**config.mk**
```make
export PLATFORM = sky130hd
export DESIGN_NAME = writeback_cycle_flat
export DESIGN_NICKNAME = d
export VERILOG_FILES = /design/src/rtl/riscv_pkg.sv /design/src/rtl/writeback_cycle_if.sv /design/src/rtl/writeback_cycle_secded.sv /design/src/rtl/writeback_cycle.sv /design/src/flat_wrapper.sv
export SDC_FILE = /design/constraint.sdc
export NUM_CORES = 1
export LEC_CHECK = 0
export ABC_AREA = 1
export BUFFER_PORTS_ARGS = -buffer_cell sky130_fd_sc_hd__buf_4
export CORE_MARGIN = 1.5
export CORE_UTILIZATION = 30
export DETAILED_ROUTE_END_ITERATION = 8
export PLACE_DENSITY = 0.61
export SYNTH_ARGS = -nofsm -noshare
export SYNTH_HDL_FRONTEND = slang
export SYNTH_SLANG_ARGS = --single-unit
```
**constraint.sdc**
```tcl
create_clock -name clk -period 3.9 [get_ports clk]
set_input_delay 0 -clock clk [delete_from_list [all_inputs] [get_ports clk]]
set_output_delay 0 -clock clk [all_outputs]
set_load 0.01 [all_outputs]
```
**src/rtl/riscv_pkg.sv**
```systemverilog
// Shared RISC-V pipeline definitions used by the writeback stage.
//   DATA_W  : datapath width
//   REG_W   : register address width
//   ECC_W   : SECDED check-bit width for a DATA_W word
//   result_src_e : writeback result select
package riscv_pkg;

   localparam int DATA_W = 32;
   localparam int REG_W  = 5;
   localparam int ECC_W  = 7;

   typedef enum logic {
      RESULT_ALU = 1'b0,
      RESULT_MEM = 1'b1
   } result_src_e;

endpackage

```
**src/rtl/writeback_cycle_if.sv**
```systemverilog
// MEM-to-WB stage bundle.
//   master : pipeline side; drives MEM-stage fields and StallW/FlushW, sees WB outputs
//   slave  : writeback stage; consumes MEM-stage fields, drives WB outputs
interface writeback_cycle_if;
   import riscv_pkg::*;

   logic              ValidM;
   logic              RegWriteM;
   logic              ResultSrcM;
   logic [REG_W-1:0]  RD_M;
   logic [DATA_W-1:0] ALUResultM;
   logic [DATA_W-1:0] ReadDataM;
   logic              StallW;
   logic              FlushW;

   logic              ValidW;
   logic              RegWriteW;
   logic [REG_W-1:0]  RDW;
   logic [DATA_W-1:0] ResultW;
   logic [ECC_W-1:0]  ECCW;
   logic [DATA_W-1:0] RetireCountW;

   modport master (
      output ValidM, RegWriteM, ResultSrcM, RD_M, ALUResultM, ReadDataM, StallW, FlushW,
      input  ValidW, RegWriteW, RDW, ResultW, ECCW, RetireCountW
   );

   modport slave (
      input  ValidM, RegWriteM, ResultSrcM, RD_M, ALUResultM, ReadDataM, StallW, FlushW,
      output ValidW, RegWriteW, RDW, ResultW, ECCW, RetireCountW
   );

endinterface

```
**src/rtl/writeback_cycle_secded.sv**
```systemverilog
// secded_encoder_32: combinational Hamming(38,32) + overall parity encoder.
//   data : 32-bit word to protect
//   ecc  : [5:0] Hamming parity for codeword positions 1,2,4,8,16,32;
//          [6] overall parity over data and ecc[5:0]
// Data bits occupy the non-power-of-two positions 3..38 in ascending order.
module secded_encoder_32
   import riscv_pkg::*;
(
   input  logic [DATA_W-1:0] data,
   output logic [ECC_W-1:0]  ecc
);

   logic [5:0] hamming;
   int         dbit;

   always_comb begin
      hamming = '0;
      dbit    = 0;
      for (int pos = 1; pos <= 38; pos++) begin
         if ((pos & (pos - 1)) != 0) begin
            for (int k = 0; k < 6; k++) begin
               if (((pos >> k) & 1) != 0) begin
                  hamming[k] = hamming[k] ^ data[dbit];
               end
            end
            dbit = dbit + 1;
         end
      end
   end

   assign ecc = {(^data) ^ (^hamming), hamming};

endmodule

```
**src/rtl/writeback_cycle.sv**
```systemverilog
// writeback_cycle: MEM/WB pipeline register and writeback datapath.
//   clk : rising-edge clock
//   rst : synchronous active-low reset (beats FlushW and StallW)
//   wb  : writeback_cycle_if.slave (MEM-stage inputs, StallW/FlushW, WB outputs)
// Optional build macro WB_ECC_EN: when defined, ECCW carries SECDED check bits
// for ResultW; otherwise ECCW is tied to zero and no encoder is built.
module writeback_cycle
   import riscv_pkg::*;
(
   input  logic             clk,
   input  logic             rst,
   writeback_cycle_if.slave wb
);

   logic              valid_q;
   logic              regwrite_q;
   result_src_e       src_q;
   logic [REG_W-1:0]  rd_q;
   logic [DATA_W-1:0] alu_q;
   logic [DATA_W-1:0] rdata_q;
   logic [DATA_W-1:0] retire_q;
   logic [DATA_W-1:0] result;

   // Flush only squashes the control bits; payload fields keep their old
   // contents, which is harmless because nothing commits without valid.
   always_ff @(posedge clk) begin
      if (!rst) begin
         valid_q    <= 1'b0;
         regwrite_q <= 1'b0;
         src_q      <= RESULT_ALU;
         rd_q       <= '0;
         alu_q      <= '0;
         rdata_q    <= '0;
         retire_q   <= '0;
      end else if (wb.FlushW) begin
         valid_q    <= 1'b0;
         regwrite_q <= 1'b0;
      end else if (!wb.StallW) begin
         valid_q    <= wb.ValidM;
         regwrite_q <= wb.RegWriteM;
         src_q      <= result_src_e'(wb.ResultSrcM);
         rd_q       <= wb.RD_M;
         alu_q      <= wb.ALUResultM;
         rdata_q    <= wb.ReadDataM;
         if (wb.ValidM) begin
            retire_q <= retire_q + 1'b1;
         end
      end
   end

   assign result = (src_q == RESULT_MEM) ? rdata_q : alu_q;

   assign wb.ValidW       = valid_q;
   assign wb.RegWriteW    = valid_q & regwrite_q & (rd_q != '0);
   assign wb.RDW          = rd_q;
   assign wb.ResultW      = result;
   assign wb.RetireCountW = retire_q;

`ifdef WB_ECC_EN
   secded_encoder_32 u_ecc (
      .data (result),
      .ecc  (wb.ECCW)
   );
`else
   assign wb.ECCW = '0;
`endif

endmodule

```
**src/flat_wrapper.sv**
```systemverilog
// flat-port wrapper written by rule: the top's interface ports become plain ports
module writeback_cycle_flat import riscv_pkg::*;
  (clk, rst, wb_ValidM, wb_RegWriteM, wb_ResultSrcM, wb_RD_M, wb_ALUResultM, wb_ReadDataM, wb_StallW, wb_FlushW, wb_ValidW, wb_RegWriteW, wb_RDW, wb_ResultW, wb_ECCW, wb_RetireCountW);
  writeback_cycle_if wb_i ();
  input  logic clk;
  input  logic rst;
  input wire logic [$bits(wb_i.ValidM)-1:0] wb_ValidM;
  input wire logic [$bits(wb_i.RegWriteM)-1:0] wb_RegWriteM;
  input wire logic [$bits(wb_i.ResultSrcM)-1:0] wb_ResultSrcM;
  input wire logic [$bits(wb_i.RD_M)-1:0] wb_RD_M;
  input wire logic [$bits(wb_i.ALUResultM)-1:0] wb_ALUResultM;
  input wire logic [$bits(wb_i.ReadDataM)-1:0] wb_ReadDataM;
  input wire logic [$bits(wb_i.StallW)-1:0] wb_StallW;
  input wire logic [$bits(wb_i.FlushW)-1:0] wb_FlushW;
  output wire logic [$bits(wb_i.ValidW)-1:0] wb_ValidW;
  output wire logic [$bits(wb_i.RegWriteW)-1:0] wb_RegWriteW;
  output wire logic [$bits(wb_i.RDW)-1:0] wb_RDW;
  output wire logic [$bits(wb_i.ResultW)-1:0] wb_ResultW;
  output wire logic [$bits(wb_i.ECCW)-1:0] wb_ECCW;
  output wire logic [$bits(wb_i.RetireCountW)-1:0] wb_RetireCountW;
  assign wb_i.ValidM = wb_ValidM;
  assign wb_i.RegWriteM = wb_RegWriteM;
  assign wb_i.ResultSrcM = wb_ResultSrcM;
  assign wb_i.RD_M = wb_RD_M;
  assign wb_i.ALUResultM = wb_ALUResultM;
  assign wb_i.ReadDataM = wb_ReadDataM;
  assign wb_i.StallW = wb_StallW;
  assign wb_i.FlushW = wb_FlushW;
  assign wb_ValidW = wb_i.ValidW;
  assign wb_RegWriteW = wb_i.RegWriteW;
  assign wb_RDW = wb_i.RDW;
  assign wb_ResultW = wb_i.ResultW;
  assign wb_ECCW = wb_i.ECCW;
  assign wb_RetireCountW = wb_i.RetireCountW;
  writeback_cycle u_core (.clk(clk), .rst(rst), .wb(wb_i));
endmodule
```
==> run_results.csv <==
group,metric,value,unit
status,status,"completed",
hold_path,holdPathEnd,"u_core.wb.RetireCountW[2]",
die,die_w,129.3,um
drt,via_per_inst,4.476,
cells_and_area,area_growth,47.46,%
clock_tree,clkTransAtPathRegs,70,ps
setup_path,worst_r2r_endpoint,"u_core.wb.RetireCountW[16]",
place,gp_congestion,0.8506,
sta,slew_headroom,28.96,%
synth,ys.warnings.count,0,
power,p_seq_share,47.5,%
drt,wirelength,13560,um
die,die_y,129.3,um
hold_path,whs_path_depth,5,
synth,syn_area_per_cell,6.954,sq um
synth,async_flop_share,0,%
power,intPower,0.001792,W
clock_tree,cts.sinks,104,
drt,vias,4951,
grt,grt_pass1_wl,21650,um
clock_tree,cts_tree,"done",
cells_and_area,fillers,1500,
setup_path,r2r-start,"u_core.wb.RetireCountW[0]",
clock_tree,post_cts_resized,0,
drt,ant_nets,0,
grt,antenna_found_initial,0,
power,p_per_area,340.8,nW/um^2
sta,clock_skew,4.599,ps
die,start_util,31.13,%
die,dieArea,16710,sq um
synth,synth-seq-cells,104,
synth,synthFlopType,"dfxtp_1",
sta,tightest_slew,1066,ps
setup_path,r2r_cells,10,
clock_tree,clockBufferDepth,2,
sta,period_share,51.76,%
cells_and_area,drive_above_1_share,21.56,%
setup_path,arrival,2300,ps
power,leakagePower,3.132,nW
grt,grt_overflow,0,
sta,hold_violations,0,
drt,drtPass1Iterations,4,
sta,period_minus_slack,2019,ps
grt,grtUsageTotal,16.32,%
die,rows,45,
synth,synth.distinct_cells,30,
sta,maxClockFrequency,495.4,MHz
grt,grt_pass1_vias,4468,
clock_tree,h-tree-depth,3,
sta,finalSetupViolCount,0,
drt,drcViolationCount,0,
die,coreArea,15370,sq um
setup_path,crit_fanout,40,
hold_path,hp-class,"in -> reg",
power,comb_power_share,13.6,%
drt,wl_per_cell,12.26,um
sta,timing.hold.ws,95.13,ps
flow_run,max_cap_violations,0,
setup_path,critPathCaptureType,"register",
clock_tree,cts_buffers,9,
clock_tree,post_cts_buffers,0,
setup_path,setup.worst_path.start_class,"primary input",
drt,drtIter0Drc,265,
setup_path,cp.required,4180,ps
cells_and_area,antenna_cells,0,
power,clkPwrFrac,39.0,%
synth,synthCells,688,
synth,yosysSeqAreaShare,43.51,%
setup_path,ff2ff_setup_slack,2280,ps
power,swShare,25.47,%
sta,rsz0062_at_grt,"no",
place,port_buffers,146,
grt,grt_max_degree,100,
hold_path,min-delay-start,"wb_ValidM",
cells_and_area,finish.net_count,967,
synth,synth_edf_count,0,
setup_path,setup.worst_path.class,"in -> reg",
clock_tree,clock_latency,350,ps
synth,syn_area,4785,sq um
die,ios,154,
place,dp_hpwl,8691,um
power,switchingPower,0.0006124,W
clock_tree,root_buffer,"clkbuf_16",
sta,drv_slew,0,
power,vdd_drop_max,0.2203,mV
sta,tns,0,ps
==> cell usage after synthesis (8+ instances only) <==
master    number  share of area, %
a21oi_1       52               5.4
buf_2         12               1.3
buf_4          8               1.3
clkbuf_1      18               1.4
dfxtp_1      104                44
inv_1         71               5.6
nand2_1      112               8.8
nand3_1       22               2.3
nand4_1        8               1.0
nor2_1       130                10
o21ai_0      107                11
==> power by group through the flow <==
| stage | Clock [W] | Combinational, W | Sequential, W |
|---|---|---|---|
| after global routing | 0.00101 | 0.000360 | 0.00115 |
| after detailed placement | 0 | 0.000264 | 0.00117 |
| after floorplan | 0 | 0.000144 | 0.00115 |
| after CTS | 0.000976 | 0.000324 | 0.00114 |
| after global placement | 0 | 0.000264 | 0.00116 |
| final | 0.000937 | 0.000326 | 0.00114 |
==> cells by family after synthesis <==
group	count (synthesis)	share of synthesized area (%)
AOI/OAI and AO/OA	165	17.39
and+or+nand+nor	304	28.77
DFF	104	43.51
other	1	0.07838
buffers and inverters	113	9.990
adders and majority gates	1	0.2615
==> worst max path at each step <==
stage	startpoint	end	slack (ps)	cells past startpoint
after detailed placement	wb_FlushW	u_core.alu_q[14]	2080	7
after global routing	wb_StallW	u_core.alu_q[3]	1700	8
after floorplan	u_core.wb.RetireCountW[0]	u_core.wb.RetireCountW[16]	2430	10
after global placement	wb_FlushW	u_core.alu_q[14]	2140	7
final	wb_StallW	u_core.alu_q[14]	1880	8
after CTS	u_core.src_q	wb_ResultW[14]	1900	2
==> what timing repair did <==
action	4_1_cts	5_1_grt
endpoints found under the setup margin	0	0
endpoints found under the hold margin	73	0
hold buffers	76	0
==> state kept, by name, summed over array words and instances (netlist names) <==
signal,flops
u_core.wb.RDW,5
u_core.alu_q,32
u_core.wb.ValidW,1
u_core.rdata_q,32
u_core.regwrite_q,1
u_core.wb.RetireCountW,32
u_core.src_q,1
==> routing by layer <==
layer	global-route usage, %	share of wire, %	vias up
met5	0	0	-
met4	5.750	1.4	0
met3	4.500	7.0	18
met2	26.38	47	167
met1	20.91	45	2184
li1	-	-	2582
==> metrics by stage <==
step	setup WS [ps]	cells	util (%)	total power (W)	cell area, sq um
6_report	1881	1106	45.90	0.002405	7056
5_1_grt	1701	1106	45.90	0.002521	7056
4_1_cts	1898	1106	45.90	0.002442	7056
3_5_place_dp	2079	1014	38.95	0.001429	5987
3_3_place_gp	2139	1014	38.95	0.001428	5987
2_1_floorplan	2432	694	-	0.001297	4807
==> final cells by class <==
class	count	area [sq um]	share of cell area [%]
well taps	211	264.0	3.742
clock buffers	9	225.2	3.192
inverters	73	274.0	3.884
repair buffers	225	1879	26.64
flip-flops and latches	104	2083	29.53
multi-input cells	477	2247	31.85
clock inverters	7	82.58	1.170
==> critical path: stages <==
cell,delay [ps]
dlygate4sd3_1,550
buf_4,150
nor2_4,40
buf_4,250
inv_2,540
buf_4,420
o21ai_0,130
a21oi_1,180
==> cells in the final DEF, fill, tap and decap left out, types with 2 or more instances in the layout <==
cell           count
nor2_1           130
nand2_1          112
clkinv_4           2
nand2_4            3
dfxtp_1          103
nor2_8             3
inv_2              2
dlygate4sd3_1     76
nand4_1            8
o21ai_1            3
clkbuf_16          9
o21ai_0          107
a21oi_1           52
buf_4            149
inv_1             71
nand2_2            6
clkinv_2           2
nor2_4             6
nor3_1             5
nand3_2            4
conb_1             7
nand3_1           22
o21bai_1           2
No activity file was read; power rests on OpenSTA's default activity.
